--- src/rtl/seq_pkg.sv ---
// Shared definitions for the CPU sequencer.
//   - state_t      : sequencer FSM states
//   - OP_*         : 4-bit opcode constants (instruction bits [8:5])
//   - PC_W_DEF     : default program-counter width
//   - IW_DEF       : default instruction width
//   - is_mem_op()  : true for opcodes that need a data-memory transfer
package seq_pkg;

    localparam int PC_W_DEF = 10;
    localparam int IW_DEF   = 9;

    typedef enum logic [2:0] {
        IDLE   = 3'd0,
        FETCH  = 3'd1,
        DECODE = 3'd2,
        EXEC   = 3'd3,
        MEM    = 3'd4,
        WB     = 3'd5,
        HALT   = 3'd6
    } state_t;

    // Opcodes carry an OP_ prefix so OP_HALT cannot collide with the HALT state.
    localparam logic [3:0] OP_LOAD  = 4'b0000;
    localparam logic [3:0] OP_STORE = 4'b0001;
    localparam logic [3:0] OP_CMP   = 4'b1011;
    localparam logic [3:0] OP_JLT   = 4'b1100;
    localparam logic [3:0] OP_JEQ   = 4'b1101;
    localparam logic [3:0] OP_JGT   = 4'b1110;
    localparam logic [3:0] OP_HALT  = 4'b1111;

    function automatic logic is_mem_op(input logic [3:0] op);
        return (op == OP_LOAD) || (op == OP_STORE);
    endfunction

endpackage

--- src/rtl/prog_counter.sv ---
// Program counter register.
//   clk      : clock, rising edge
//   reset_n  : asynchronous active-low reset, clears the PC
//   clr_i    : load 0 (start of execution)
//   load_i   : load target_i (taken branch)
//   inc_i    : advance by one, wrapping modulo 2^PC_W
//   target_i : branch target
//   pc_o     : current program counter
// Priority: clr_i > load_i > inc_i; with none asserted the PC holds.
module prog_counter #(
    parameter int PC_W = 10
) (
    input  logic            clk,
    input  logic            reset_n,
    input  logic            clr_i,
    input  logic            load_i,
    input  logic            inc_i,
    input  logic [PC_W-1:0] target_i,
    output logic [PC_W-1:0] pc_o
);

    logic [PC_W-1:0] pc_q;
    logic [PC_W-1:0] pc_d;

    always_comb begin
        pc_d = pc_q;
        if (clr_i) begin
            pc_d = '0;
        end else if (load_i) begin
            pc_d = target_i;
        end else if (inc_i) begin
            // Natural overflow of the PC_W-bit add gives the wrap to 0.
            pc_d = pc_q + PC_W'(1);
        end
    end

    always_ff @(posedge clk or negedge reset_n) begin
        if (!reset_n) begin
            pc_q <= '0;
        end else begin
            pc_q <= pc_d;
        end
    end

    assign pc_o = pc_q;

endmodule

--- src/rtl/cpu_sequencer.sv ---
// Multi-cycle instruction sequencer: FETCH -> DECODE -> EXEC -> (MEM) -> WB.
// Ports:
//   clk, reset_n           : clock / async active-low reset
//   start                  : begin (or restart) at PC 0, honoured in IDLE/HALT only
//   instr_in               : ROM data at pc_out (combinational ROM)
//   ir_out                 : latched instruction register
//   pc_out                 : program counter
//   branch_in, lut_target  : decoder branch decision and target
//   reg_write_in/acc_write_in -> reg_wr_en/acc_wr_en : write strobes, WB only
//   cmp_en                 : compare-flag update, one cycle in EXEC for OP_CMP
//   mem_req, mem_we, mem_ack : data-memory handshake
//   busy, done             : running / halted status
//   retired                : saturating retired-instruction count
//   dbg_state_o            : current FSM state, for observation
//   dbg_retired_load_i/dbg_retired_val_i : overwrite the retired counter
//
// Memory handshake: mem_req is high for every cycle spent in MEM and is
// decoded from state only (no path from mem_ack). The transfer completes on
// the rising edge where mem_ack=1 while in MEM, which may be the first MEM
// cycle; mem_ack seen in any other state is ignored.
module cpu_sequencer
    import seq_pkg::*;
#(
    parameter int PC_W = PC_W_DEF,
    parameter int IW   = IW_DEF
) (
    input  logic            clk,
    input  logic            reset_n,
    input  logic            start,
    input  logic [IW-1:0]   instr_in,
    output logic [IW-1:0]   ir_out,
    output logic [PC_W-1:0] pc_out,
    input  logic            branch_in,
    input  logic [PC_W-1:0] lut_target,
    input  logic            reg_write_in,
    input  logic            acc_write_in,
    output logic            reg_wr_en,
    output logic            acc_wr_en,
    output logic            cmp_en,
    output logic            mem_req,
    output logic            mem_we,
    input  logic            mem_ack,
    output logic            busy,
    output logic            done,
    output logic [15:0]     retired,
    output state_t          dbg_state_o,
    input  logic            dbg_retired_load_i,
    input  logic [15:0]     dbg_retired_val_i
);

    state_t        state_q, state_d;
    logic [IW-1:0] ir_q, ir_d;
    logic [15:0]   retired_q, retired_d;
    logic          pc_clr, pc_load, pc_inc;
    logic [3:0]    opcode;
    logic [15:0]   retired_inc;

    assign opcode      = ir_q[8:5];
    assign retired_inc = (retired_q == 16'hFFFF) ? retired_q : retired_q + 16'd1;

    prog_counter #(
        .PC_W(PC_W)
    ) u_pc (
        .clk      (clk),
        .reset_n  (reset_n),
        .clr_i    (pc_clr),
        .load_i   (pc_load),
        .inc_i    (pc_inc),
        .target_i (lut_target),
        .pc_o     (pc_out)
    );

    // Next-state, IR, counter and PC control.
    always_comb begin
        state_d   = state_q;
        ir_d      = ir_q;
        retired_d = retired_q;
        pc_clr    = 1'b0;
        pc_load   = 1'b0;
        pc_inc    = 1'b0;
        case (state_q)
            IDLE, HALT: begin
                if (start) begin
                    state_d   = FETCH;
                    pc_clr    = 1'b1;
                    retired_d = '0;
                end
            end
            FETCH: begin
                ir_d    = instr_in;
                state_d = DECODE;
            end
            DECODE: begin
                state_d = EXEC;
            end
            EXEC: begin
                if (opcode == OP_HALT) begin
                    // The halt instruction retires as it enters HALT.
                    state_d   = HALT;
                    retired_d = retired_inc;
                end else if (is_mem_op(opcode)) begin
                    state_d = MEM;
                end else begin
                    state_d = WB;
                end
            end
            MEM: begin
                if (mem_ack) begin
                    state_d = WB;
                end
            end
            WB: begin
                state_d   = FETCH;
                retired_d = retired_inc;
                if (branch_in) begin
                    pc_load = 1'b1;
                end else begin
                    pc_inc = 1'b1;
                end
            end
            default: begin
                state_d = IDLE;
            end
        endcase
        if (dbg_retired_load_i) begin
            retired_d = dbg_retired_val_i;
        end
    end

    always_ff @(posedge clk or negedge reset_n) begin
        if (!reset_n) begin
            state_q   <= IDLE;
            ir_q      <= '0;
            retired_q <= '0;
        end else begin
            state_q   <= state_d;
            ir_q      <= ir_d;
            retired_q <= retired_d;
        end
    end

    // Outputs decoded from state (and the registered IR). Because state_q
    // resets asynchronously, every strobe drops as soon as reset_n falls.
    always_comb begin
        reg_wr_en = 1'b0;
        acc_wr_en = 1'b0;
        cmp_en    = 1'b0;
        mem_req   = 1'b0;
        mem_we    = 1'b0;
        busy      = 1'b0;
        done      = 1'b0;
        case (state_q)
            FETCH, DECODE: begin
                busy = 1'b1;
            end
            EXEC: begin
                busy   = 1'b1;
                cmp_en = (opcode == OP_CMP);
            end
            MEM: begin
                busy    = 1'b1;
                mem_req = 1'b1;
                mem_we  = (opcode == OP_STORE);
            end
            WB: begin
                busy      = 1'b1;
                reg_wr_en = reg_write_in;
                acc_wr_en = acc_write_in;
            end
            HALT: begin
                done = 1'b1;
            end
            default: begin
            end
        endcase
    end

    assign ir_out      = ir_q;
    assign retired     = retired_q;
    assign dbg_state_o = state_q;

endmodule
--- config.mk ---
export PLATFORM = sky130hd
export DESIGN_NAME = cpu_sequencer
export DESIGN_NICKNAME = d
export VERILOG_FILES = /design/src/rtl/seq_pkg.sv /design/src/rtl/prog_counter.sv /design/src/rtl/cpu_sequencer.sv
export SDC_FILE = /design/constraint.sdc
export NUM_CORES = 1
export LEC_CHECK = 0
export ABC_AREA = 1
export CELL_PAD_IN_SITES_DETAIL_PLACEMENT = 0
export CELL_PAD_IN_SITES_GLOBAL_PLACEMENT = 1
export CORE_ASPECT_RATIO = 1.2
export CORE_MARGIN = 2
export CORE_UTILIZATION = 31
export DETAILED_ROUTE_END_ITERATION = 12
export HOLD_SLACK_MARGIN = 0.15
export PLACE_DENSITY_LB_ADDON = 0.1
export SYNTH_ARGS = -nofsm -noshare
export SYNTH_HDL_FRONTEND = slang
export SYNTH_SLANG_ARGS = --single-unit
--- constraint.sdc ---
create_clock -name clk -period 1.8 [get_ports clk]
set_input_delay 0.45 -clock clk [delete_from_list [all_inputs] [get_ports clk]]
set_output_delay 0.45 -clock clk [all_outputs]
set_load 0.005 [all_outputs]
==> impl_metrics.yaml <==
run_status:
  status: "complete, but fails checks"
  violations: "setup timing"
logic_synthesis:
  syn_nets: 404
  yosysWarnings: 0
  synth_seq_cells: 38
  netlist_area_sq_um: 2505
  synth.distinct_cells: 32
  synth_area_leaders: "dfrtp_1 (38%), nand2_1 (18%), nor2_1 (6.0%)"
  yosys.area_share.adder_pct: 0.9990
  synth-seq-area-share_pct: 37.96
  synth_top_family_by_area: "simple AND/OR/NAND/NOR gates"
  synth_top_area_share_pct: 37.96
  synth_xor_area_share_pct: 2.797
  synthCells: 359
  post-synth-top-area-cell: "dfrtp_1"
  synth-compound-area-share_pct: 9.291
  syn_avg_cell_area_sq_um: 6.977
  muxShareOfSynthArea_pct: 3.147
  synth-simple-area-share_pct: 37.76
floorplanning:
  rows: 35
  ios: 88
  die_width_um: 86.06
  die_y_um: 102.5
  core-area_sq_um: 7751
  floorplan.initialDensity_pct: 32.32
  dieArea_sq_um: 8819
global_route:
  grt_pass1_wl_mm: 12.57
  grtUsageMet3_pct: 2.989
  grt_max_degree: 21
  globalRoute.totalOverflow: 0
  antenna_found_initial: 0
  track_usage_pct: 17.99
  use_met2_pct: 34.29
  grt_pass1_vias: 2689
  met1_usage_pct: 20.82
  busiest_layer: "met2"
timing:
  hold_ws_ps: 510.5
  fin_crit_sh_pct: 100.4
  timing.slew.headroom_pct: 66.65
  fmax_mhz: 553.1
  finalHoldViolCount: 0
  tightestPinTransition_ps: 500.2
  finalSetupViolCount: 1
  fin_skew_ps: 9.917
  slew_viol_final: 0
  period_minus_slack_ps: 1808
  fin_ws_ps: -7.870
  rsz0062_at_grt: "yes"
clock_tree:
  cts-buffers-inserted: 5
  clockBufferDepth: 2
  clock_latency_ps: 290
  cts.clk_slew.worst_paths_ps: 80
  clock-sinks: 38
  cts.htree.levels: 2
  tritoncts: "built"
  cts-root-buf: "clkbuf_8"
setup_path:
  worst-setup-path-type: "flip-flop to output port"
  ff2ff_path_depth: 11
  crit_path_end_kind: "output port"
  worstPathCellList: "buf_4, clkdlybuf4s50_1"
  required_ps: 1350
  crit_arrival_ps: 1360
  crit_path_top_delay_cell: "clkdlybuf4s50_1"
  cp_max_fo: 3
  start_kind: "flip-flop"
  cpPeakStageDelay_ps: 490
routing:
  routed_via_density: 4.705
  first_pass_iters: 4
  initialDrtViolationCount: 50
  dr_total_vias: 2691
  drc: 0
  ant_nets: 0
  wl_per_cell_um: 13.06
  wirelength_mm: 7.470
layout:
  area_delta_synth_final_pct: 56.29
  diodes: 0
  nNetsFinal: 524
  layout-drive-gt1-share_pct: 19.79
  fin_area_sq_um: 3915
flow_run:
  drv_cap: 0
place:
  port_buffers: 87
  dp_hpwl_mm: 5.652
  dpl_cell_area_sq_um: 3679
  place_ws_ps: -194.3
  place.gp.congestion: 0.7699
worst_hold_path:
  hold_class: "flip-flop to flip-flop"
  worstHoldPathCells: 1
power:
  power_density_nw_per_um2: 1415
  static-leakage-power_uw: 0.001870
  peakVddDrop_mv: 0.5028
-- flip-flops by register name (all words and copies together), names as in the netlist --
name	flops
retired	16
dbg_state_o	3
ir_out	9
u_pc.pc_o	10
-- cell usage after synthesis (all sizes together) --
cell type  number
a21oi           6
a22oi           1
a31o            1
a31oi           1
buf             5
clkbuf          3
dfrtp          38
ha              2
inv            39
mux2            7
nand2         136
nand3          30
nand4           5
nor2           42
nor3            3
nor4            1
o2111ai         1
o21ai          24
o21bai          2
o22ai           4
xnor2           1
xor2            7
-- cell usage in the layout, fill, tap and decap left out, drive strengths merged, types with 8 or more instances in the layout --
cell             n
o21ai           24
clkbuf           8
buf             37
nand3           30
nor2            42
dfrtp           38
nand2          136
inv             39
clkdlybuf4s50   78
-- report_power, final --
part | leakage [uW] | switching, uW | internal (uW)
Combinational | 0.00133 | 1380 | 1600
Sequential | 0.000469 | 411 | 1220
Clock | 0.0000714 | 327 | 592
Total | 0.00187 | 2120 | 3420
-- per-stage QoR --
stage / setup TNS, ps / total power [uW] / utilization, % / std cells
4_1_cts: -78.70 / 5548 / 50.19 / 572
2_1_floorplan: 0 / 2955 / - / 359
3_3_place_gp: -1481 / 4468 / 47.46 / 558
6_report: -7.870 / 5538 / 50.51 / 572
3_5_place_dp: -1852 / 4504 / 47.46 / 558
5_1_grt: -152.0 / 5999 / 50.51 / 572
-- path summary, 6_finish.rpt --
kind	startpoint	endpoint	slack, ps
hold / removal	ir_out[4]	ir_out[4]	510
min in group asynchronous	reset_n	ir_out[7]	650
max in group asynchronous	reset_n	retired[3]	650
hold reg to reg	ir_out[4]	ir_out[4]	510
setup reg to reg	dbg_state_o[1]	retired[10]	110
setup / recovery	dbg_state_o[2]	dbg_state_o[2]	-8
-- final cells by class --
class	count	area (sq um)
sequential	38	960.9
tap	92	115.1
multi-input combinational	274	1400
clock buffer	6	82.58
fill	786	3836
timing repair buffer	121	1150
inverter	39	146.4
clock inverter	2	60.06
-- per-layer routing --
layer / part of all wire [%] / up-vias
li1: - / 1392
met1: 42 / 1229
met2: 53 / 66
met3: 4.3 / 4
met4: 0.74 / 0
met5: 0 / -
-- what timing repair did --
item,CTS,global route
pin swaps,2,3
hold buffers,1,0
hold endpoints to repair,19,0
cloned,0,0
gates resized for setup,23,25
buffers inserted,5,0
endpoints found under the setup margin,7,32
-- kinds of logic (layout without fill, tap and decap cells) --
group                    after synthesis  in the layout
buffers and inverters                 47            168
XOR/XNOR                               8              8
adder cells (fa/ha/maj)                2              2
AND/OR/NAND/NOR                      217            217
multiplexers                           7              7
AO/OA/AOI/OAI                         40             40
flip-flops                            38             38
-- critical path, delay by kind of cell, from the launching register on --
kind	cells	cell delay, ps
buffers and inverters	2	650
flip-flops	1	410
No activity file was read; power rests on OpenSTA's default activity.
